### config.mk
export PLATFORM = sky130hd
export DESIGN_NAME = instr_fetch_unit
export DESIGN_NICKNAME = d
export VERILOG_FILES = /design/src/rtl/instr_fetch_unit.sv
export SDC_FILE = /design/constraint.sdc
export NUM_CORES = 1
export LEC_CHECK = 0
export CAP_MARGIN = 20
export CORE_MARGIN = 2
export CORE_UTILIZATION = 30
export CTS_CLUSTER_DIAMETER = 200
export DETAILED_ROUTE_END_ITERATION = 8
export MAX_ROUTING_LAYER = met4
export SLEW_MARGIN = 0
export SYNTH_ARGS = -nofsm -noshare
export SYNTH_HDL_FRONTEND = slang
export SYNTH_SLANG_ARGS = --single-unit
### constraint.sdc
create_clock -name clk -period 2.8 [get_ports clk]
set_input_delay 0.56 -clock clk [delete_from_list [all_inputs] [get_ports clk]]
set_output_delay 0.56 -clock clk [all_outputs]
set_load 0.02 [all_outputs]
### src/rtl/instr_fetch_unit.sv
// instr_fetch_unit
//   Fetch stage feeding the control unit. Holds the PC, requests one
//   instruction word at a time over a req/ack handshake, latches it into
//   the instruction register (IR) and presents the decoded fields.
//   While no live instruction is held, opcode reads 4'b1111 (control-unit
//   no-op) and rd/rs/imm read 0.
//
// Ports
//   clk          in   clock, all state on rising edge
//   rst_n        in   asynchronous active-low reset
//   imem_req     out  fetch request, held until acked
//   imem_addr    out  fetch address (= PC)
//   imem_ack     in   imem_rdata valid this cycle
//   imem_rdata   in   instruction word {opcode, rd, rs, imm}
//   stall        in   downstream cannot take a new instruction
//   redirect     in   branch/jump taken, reload PC from redirect_pc
//   redirect_pc  in   new PC
//   opcode       out  IR[15:12] or 4'b1111 when not valid
//   rd, rs, imm  out  IR fields or 0 when not valid
//   instr_valid  out  IR holds a live instruction
//   pc_out       out  address of the instruction in IR
//   fetch_error  out  sticky fetch timeout flag
//
// Build option
//   FETCH_TIMEOUT_EN : when defined, a fetch that waits TIMEOUT_CYCLES
//   without an ack sets fetch_error and restarts the request. When not
//   defined, FETCH waits forever and fetch_error is constant 0.

module instr_fetch_unit #(
  parameter int                ADDR_W         = 8,
  parameter logic [ADDR_W-1:0] RESET_PC       = '0,
  parameter int                TIMEOUT_CYCLES = 16
) (
  input  logic              clk,
  input  logic              rst_n,
  output logic              imem_req,
  output logic [ADDR_W-1:0] imem_addr,
  input  logic              imem_ack,
  input  logic [15:0]       imem_rdata,
  input  logic              stall,
  input  logic              redirect,
  input  logic [ADDR_W-1:0] redirect_pc,
  output logic [3:0]        opcode,
  output logic [3:0]        rd,
  output logic [3:0]        rs,
  output logic [3:0]        imm,
  output logic              instr_valid,
  output logic [ADDR_W-1:0] pc_out,
  output logic              fetch_error
);

  typedef enum logic {
    FETCH = 1'b0,
    ISSUE = 1'b1
  } state_t;

  state_t            state_reg, state_next;
  logic [ADDR_W-1:0] pc_reg, pc_next;
  logic [ADDR_W-1:0] pc_out_reg, pc_out_next;
  logic [15:0]       ir_reg, ir_next;
  logic              req_reg, req_next;
  logic              accept;

  // An ack only counts while a request is actually on the bus; this keeps
  // the reset-release cycle (request still low) from latching stray data.
  assign accept = (state_reg == FETCH) && req_reg && imem_ack;

  always_comb begin
    state_next  = state_reg;
    pc_next     = pc_reg;
    pc_out_next = pc_out_reg;
    ir_next     = ir_reg;
    if (redirect) begin
      // Redirect beats everything, including an ack or stall this cycle.
      pc_next    = redirect_pc;
      state_next = FETCH;
    end else begin
      case (state_reg)
        FETCH: begin
          if (accept) begin
            ir_next     = imem_rdata;
            pc_out_next = pc_reg;
            pc_next     = pc_reg + 1'b1;  // wraps modulo 2^ADDR_W
            state_next  = ISSUE;
          end
        end
        ISSUE: begin
          if (!stall) state_next = FETCH;
        end
        default: state_next = FETCH;
      endcase
    end
    // Request is a registered copy of "next state is FETCH", so it depends
    // on state only and reads 0 straight out of reset.
    req_next = (state_next == FETCH);
  end

  always_ff @(posedge clk or negedge rst_n) begin
    if (!rst_n) begin
      state_reg  <= FETCH;
      pc_reg     <= RESET_PC;
      pc_out_reg <= RESET_PC;
      ir_reg     <= 16'hF000;
      req_reg    <= 1'b0;
    end else begin
      state_reg  <= state_next;
      pc_reg     <= pc_next;
      pc_out_reg <= pc_out_next;
      ir_reg     <= ir_next;
      req_reg    <= req_next;
    end
  end

  assign imem_req    = req_reg;
  assign imem_addr   = pc_reg;
  assign instr_valid = (state_reg == ISSUE);
  assign pc_out      = pc_out_reg;
  assign opcode      = instr_valid ? ir_reg[15:12] : 4'b1111;
  assign rd          = instr_valid ? ir_reg[11:8]  : 4'd0;
  assign rs          = instr_valid ? ir_reg[7:4]   : 4'd0;
  assign imm         = instr_valid ? ir_reg[3:0]   : 4'd0;

`ifdef FETCH_TIMEOUT_EN
  localparam int CNT_W = $clog2(TIMEOUT_CYCLES + 1);

  logic [CNT_W-1:0] wait_cnt_reg;
  logic             fetch_error_reg;

  // Counts request cycles without an ack. Hitting the limit abandons the
  // request: PC and state are left alone so the same address is simply
  // re-requested, and the counter starts over.
  always_ff @(posedge clk or negedge rst_n) begin
    if (!rst_n) begin
      wait_cnt_reg    <= '0;
      fetch_error_reg <= 1'b0;
    end else if (redirect || accept || (state_reg != FETCH) || !req_reg) begin
      wait_cnt_reg <= '0;
    end else if (wait_cnt_reg == CNT_W'(TIMEOUT_CYCLES - 1)) begin
      wait_cnt_reg    <= '0;
      fetch_error_reg <= 1'b1;
    end else begin
      wait_cnt_reg <= wait_cnt_reg + 1'b1;
    end
  end

  assign fetch_error = fetch_error_reg;
`else
  // No timeout hardware; the expression is constant 0 for any legal
  // (non-negative) TIMEOUT_CYCLES.
  assign fetch_error = (TIMEOUT_CYCLES < 0);
`endif

endmodule
* Word-level counts from Yosys, hierarchy flattened
Index checks and enable logic that the tools add are counted.
** Word-level totals
- Register bits :: 34
- Bits of input ports :: 29
- Word-level logic and storage cells :: 26
** Cells by class
- Add/sub/neg operators :: 1
- Eq/ne operators :: 1
- Multiplexer cells :: 11
- Bitwise logic cells :: 3
- Reductions and logical operators :: 5
** Operator list (number)
- $mux W8 :: 3
- $mux W4 :: 4
- $add A8 B1 Y8 const B :: 1
- $mux W1 :: 3
- $not A1 Y1 :: 3
- $reduce_and A3 Y1 :: 1
- $logic_and A1 B1 Y1 :: 2
- $ne A2 B2 Y1 const B :: 1
- $pmux W1 S2 :: 1
- $reduce_and A2 Y1 :: 1
- $reduce_bool A2 Y1 :: 1

* Depth between registers and ports, before layout
- Depth in word-level cells :: 7
- Gate-level depth with buffers :: 4

* Worst setup path after synthesis
OpenSTA, ideal clock, no wires.
- Path type :: flip-flop to flip-flop
- Start :: register state_reg, in the netlist instr_valid
- End :: register ir_reg[0]
- Library setup time :: 0.125 ns
- Arrival time :: 1.500 ns
- Data required time :: 2.675 ns
- Slack :: 1.175 ns
- Cell stages (with the launch flop) :: 5
- Path through :: dfrtp_1 > nand3b_4 > nor2_2 > buf_4 > mux2_2
** Between the ends
- Longest elaborated chain between the ends :: 4
** Ends and longest elaborated chain
- start, declared :: line 57 : state_t state_reg, state_next;
- start signal, assigned :: line 106 : state_reg <= state_next;
- $not A1 Y1 (*)
- $logic_and A1 B1 Y1 (2 in series) :: line 66 : assign accept = (state_reg == FETCH) && req_reg && imem_ack;
- $reduce_and A3 Y1 (no line) (*)
- end signal, assigned :: line 109 : ir_reg <= ir_next;
- end, declared :: line 60 : logic [15:0] ir_reg, ir_next;
Every way passes the cells marked *; elsewhere a longest branch is shown, timed or not.
A chain may end at the register's enable or synchronous reset.

* Worst setup path in the final report
- Start :: register state_reg, in the netlist instr_valid
- End :: output imm[3]
** Between the ends
- Longest elaborated chain between the ends :: 1
** Ends and longest elaborated chain
- $mux W4 :: line 121 : assign imm = instr_valid ? ir_reg[3:0] : 4'd0;
- end, declared :: line 46 : output logic [3:0] imm,
No other way between the ends.

==> impl_summary.txt <==
----------------------------------------------------
[Yosys]
  Mean Syn Cell Area ... 12.5 um^2
  Mapped Nets ... 152
  Number of enable flip-flop cells after synthesis ... 0
  Share of flip-flops with an asynchronous set or reset after synthesis ... 100%
  Netlist cell types ... 26
  Number of flip-flops and latches in the synthesized netlist ... 34
  Synthesized netlist cell count ... 122
  Top post-synthesis cells by count ... sky130_fd_sc_hd__dfrtp_1 (30), sky130_fd_sc_hd__mux2_2 (24), sky130_fd_sc_hd__and2_1 (12)
  Area of the mapped netlist ... 0.00153 mm^2
  Cell with the most instances after synthesis ... sky130_fd_sc_hd__dfrtp_1
  Share of the yosys chip area belonging to registers ... 56.1%
  Cell type contributing the most total cell area after synthesis ... sky130_fd_sc_hd__dfrtp_1
  Fraction of synthesized cell area taken by the top area cell type ... 49.2%
  Yosys Warn Count ... 0
  Predominant post-synthesis flop cell ... sky130_fd_sc_hd__dfrtp_1
  Largest cells by area after synthesis ... sky130_fd_sc_hd__dfrtp_1 (49%), sky130_fd_sc_hd__mux2_2 (18%), sky130_fd_sc_hd__dfstp_2 (6.9%)

[Floorplanning]
  Die Span X ... 75.3 um
  Core Region ... 0.00482 mm^2
  Initial standard-cell utilization of the core ... 31.7%
  Die Area ... 0.00567 mm^2
  Ports placed on the boundary ... 64
  Die outline height ... 75.3 um
  Number of placement rows ... 25

[Power and ir drop]
  Largest voltage drop on the vdd net ... 0.314 mV
  Leakage power ... 0.000934 uW
  Power density relative to cell area ... 640 mW/mm^2

[Global routing]
  Gr ovfl total ... 0
  Via count of the first global-routing pass ... 1,140
  Wire length of the first global-routing pass ... 5600 um
  Gr usage total ... 14.0%
  Initial antenna violation count ... 0
  Met3 Track Usage GR ... 3.97%
  Busiest metal layer after global routing ... met2
  Largest net degree at the start of global routing ... 35
  Met1 Usage GRT ... 17.7%
  Fraction of met2 tracks used by global routing ... 21.3%

[Critical path]
  Worst Setup Path Type ... register to output port
  Data required time at the worst endpoint ... 2.24 ns
  Worst EP arrival ... 1.75 ns
  Kind of launch point of the worst setup path ... register
  Crit path max fanout ... 20
  Endpoint type of the worst setup path ... output port

[Placed design]
  Total of buffers placed on input and output ports ... 62
  Estimated wirelength of the detail-placed design ... 2780 um
  Worst Setup Slack post-DPL ... 0.649 ns
  Placer Congestion ... 0.723

[Clock tree]
  Clock Latency Late Sink ... 0.28 ns
  Post-cts hold buffer count ... 0
  TritonCTS clock tree ... built
  Number of H-tree levels ... 2
  Maximum clock path buffer count ... 2
  Clock slew seen by the registers of the worst setup and hold paths ... 0.07 ns
  Clk root buf ... sky130_fd_sc_hd__clkbuf_8
  Number of setup buffers added after CTS ... 0
  Inserted Clock Buffers ... 5
  Sink count of the clock tree ... 34
  Post-cts gate resize count ... 0

[Drt]
  Pre-Repair DR Iteration Count ... 4
  Average routed wire per standard cell ... 14.1 um
  Initial DRC Count ... 59
  Vias post-DR ... 1,176
  Remaining DRCs ... 0
  Final WL ... 3640 um
  Via/cell ratio ... 4.56
  Number of antenna-violating nets in the routed design ... 0

[Cells and area]
  Layout overhead on the synthesized area ... 52.4%
  Number of inserted diodes ... 0
  Max reg flops ... 16
  Fin nets ... 220
  Layout cells sized above 1 ... 22.0%

[STA]
  Post-route setup slack ... 0.492 ns
  Top achievable clock speed ... 433 MHz
  Time the final worst path needs with I/O delays and setup ... 2.31 ns
  Final clock period utilization by the worst path ... 82.4%
  Unrepaired setup endpoints after global routing ... no
  Final Skew ... 0.00636 ns
  Final Hold Vio Count ... 0
  Final-report max-slew violation count ... 0
  Sum of negative setup slack ... 0 ns
  Final Setup Violations ... 0

[Status]
  Status ... completed

[Job]
  Total of max-cap violations ... 0

[Worst hold path]
  Class of the tightest hold or removal check ... register to register

----------------------------------------------------
routing by layer:
layer | vias to the layer above | share of wire (%)
met5 | - | 0
met4 | 0 | 2.3
met3 | 9 | 6.0
met2 | 39 | 48
met1 | 559 | 44
li1 | 569 | -
per-stage QoR:
step | power [uW] | utilization [%] | hold slack (ns) | cell area (um^2) | cells
final | 1490 | 48.3 | 0.501 | 2330 | 258
after global routing | 1570 | 48.3 | 0.525 | 2330 | 258
after CTS | 1510 | 48.3 | 0.505 | 2330 | 258
after detailed placement | 1130 | 46.3 | 0.489 | 2230 | 250
after global placement | 1120 | 46.3 | 0.481 | 2230 | 250
after floorplan | 896 | - | 0.264 | 1530 | 122
kinds of logic (layout without fill, tap and decap cells):
logic type / after synthesis / after routing / share of synthesized area (%)
AO/OA/AOI/OAI: 11 / 11 / 4.59
XOR/XNOR: 2 / 2 / 1.15
adder cells (fa/ha/maj): 1 / 1 / 0.820
buffers and inverters: 7 / 76 / 2.46
flip-flops: 34 / 34 / 56.1
multiplexers: 25 / 25 / 18.4
other: 1 / 1 / 0.246
AND/OR/NAND/NOR: 41 / 41 / 16.3
critical path: stages (launching register included):
cell and delay, ns:
sky130_fd_sc_hd__dfrtp_1 0.64, sky130_fd_sc_hd__and2_1 0.20, sky130_fd_sc_hd__clkdlybuf4s50_1 0.62
layout make-up:
| cell class | instances | area [um^2] |
|---|---|---|
| clock buffers | 6 | 82.6 |
| clock inverters | 2 | 12.5 |
| fillers | 449 | 2490 |
| inverters | 2 | 7.51 |
| multi-input cells | 81 | 633 |
| flip-flops and latches | 34 | 856 |
| well taps | 67 | 83.8 |
| repair buffers | 66 | 651 |
placed cells by master, fill, tap and decap left out, types with 2 or more instances in the layout:
master	synthesis	routed
sky130_fd_sc_hd__clkdlybuf4s50_1	0	62
sky130_fd_sc_hd__dfrtp_1	30	30
sky130_fd_sc_hd__mux2_2	24	24
sky130_fd_sc_hd__and2_1	12	12
sky130_fd_sc_hd__nand2_1	9	9
sky130_fd_sc_hd__clkbuf_8	0	6
sky130_fd_sc_hd__nand3_1	5	5
sky130_fd_sc_hd__or4_1	5	5
sky130_fd_sc_hd__dfstp_2	4	4
sky130_fd_sc_hd__buf_4	3	4
sky130_fd_sc_hd__or2b_1	3	3
sky130_fd_sc_hd__o211ai_1	3	3
sky130_fd_sc_hd__o21ai_0	3	3
sky130_fd_sc_hd__inv_1	2	2
sky130_fd_sc_hd__xor2_1	2	2
sky130_fd_sc_hd__o31ai_1	2	2
sky130_fd_sc_hd__nor2_1	2	2
sky130_fd_sc_hd__a31oi_1	2	2
final timing paths:
path / from / slack, ns / depth (start not counted) / end
max: instr_valid / 0.49 / 2 / imm[3]
min: ir_reg[0] / 0.50 / 1 / ir_reg[0]
max reg2reg: instr_valid / 1.07 / 4 / ir_reg[7]
min reg2reg: ir_reg[0] / 0.50 / 1 / ir_reg[0]
max in group asynchronous: rst_n / 1.77 / 2 / ir_reg[13]
min in group asynchronous: rst_n / 0.69 / 2 / imem_addr[5]
report_power, final:
part           total, uW  leakage, uW  switching (uW)  internal [uW]
registers            674     0.000397            70.3            604
logic                438     0.000489             189            249
clock network        377    0.0000472             180            197
total               1490     0.000934             439           1050
(Power assumes the default switching activity.)
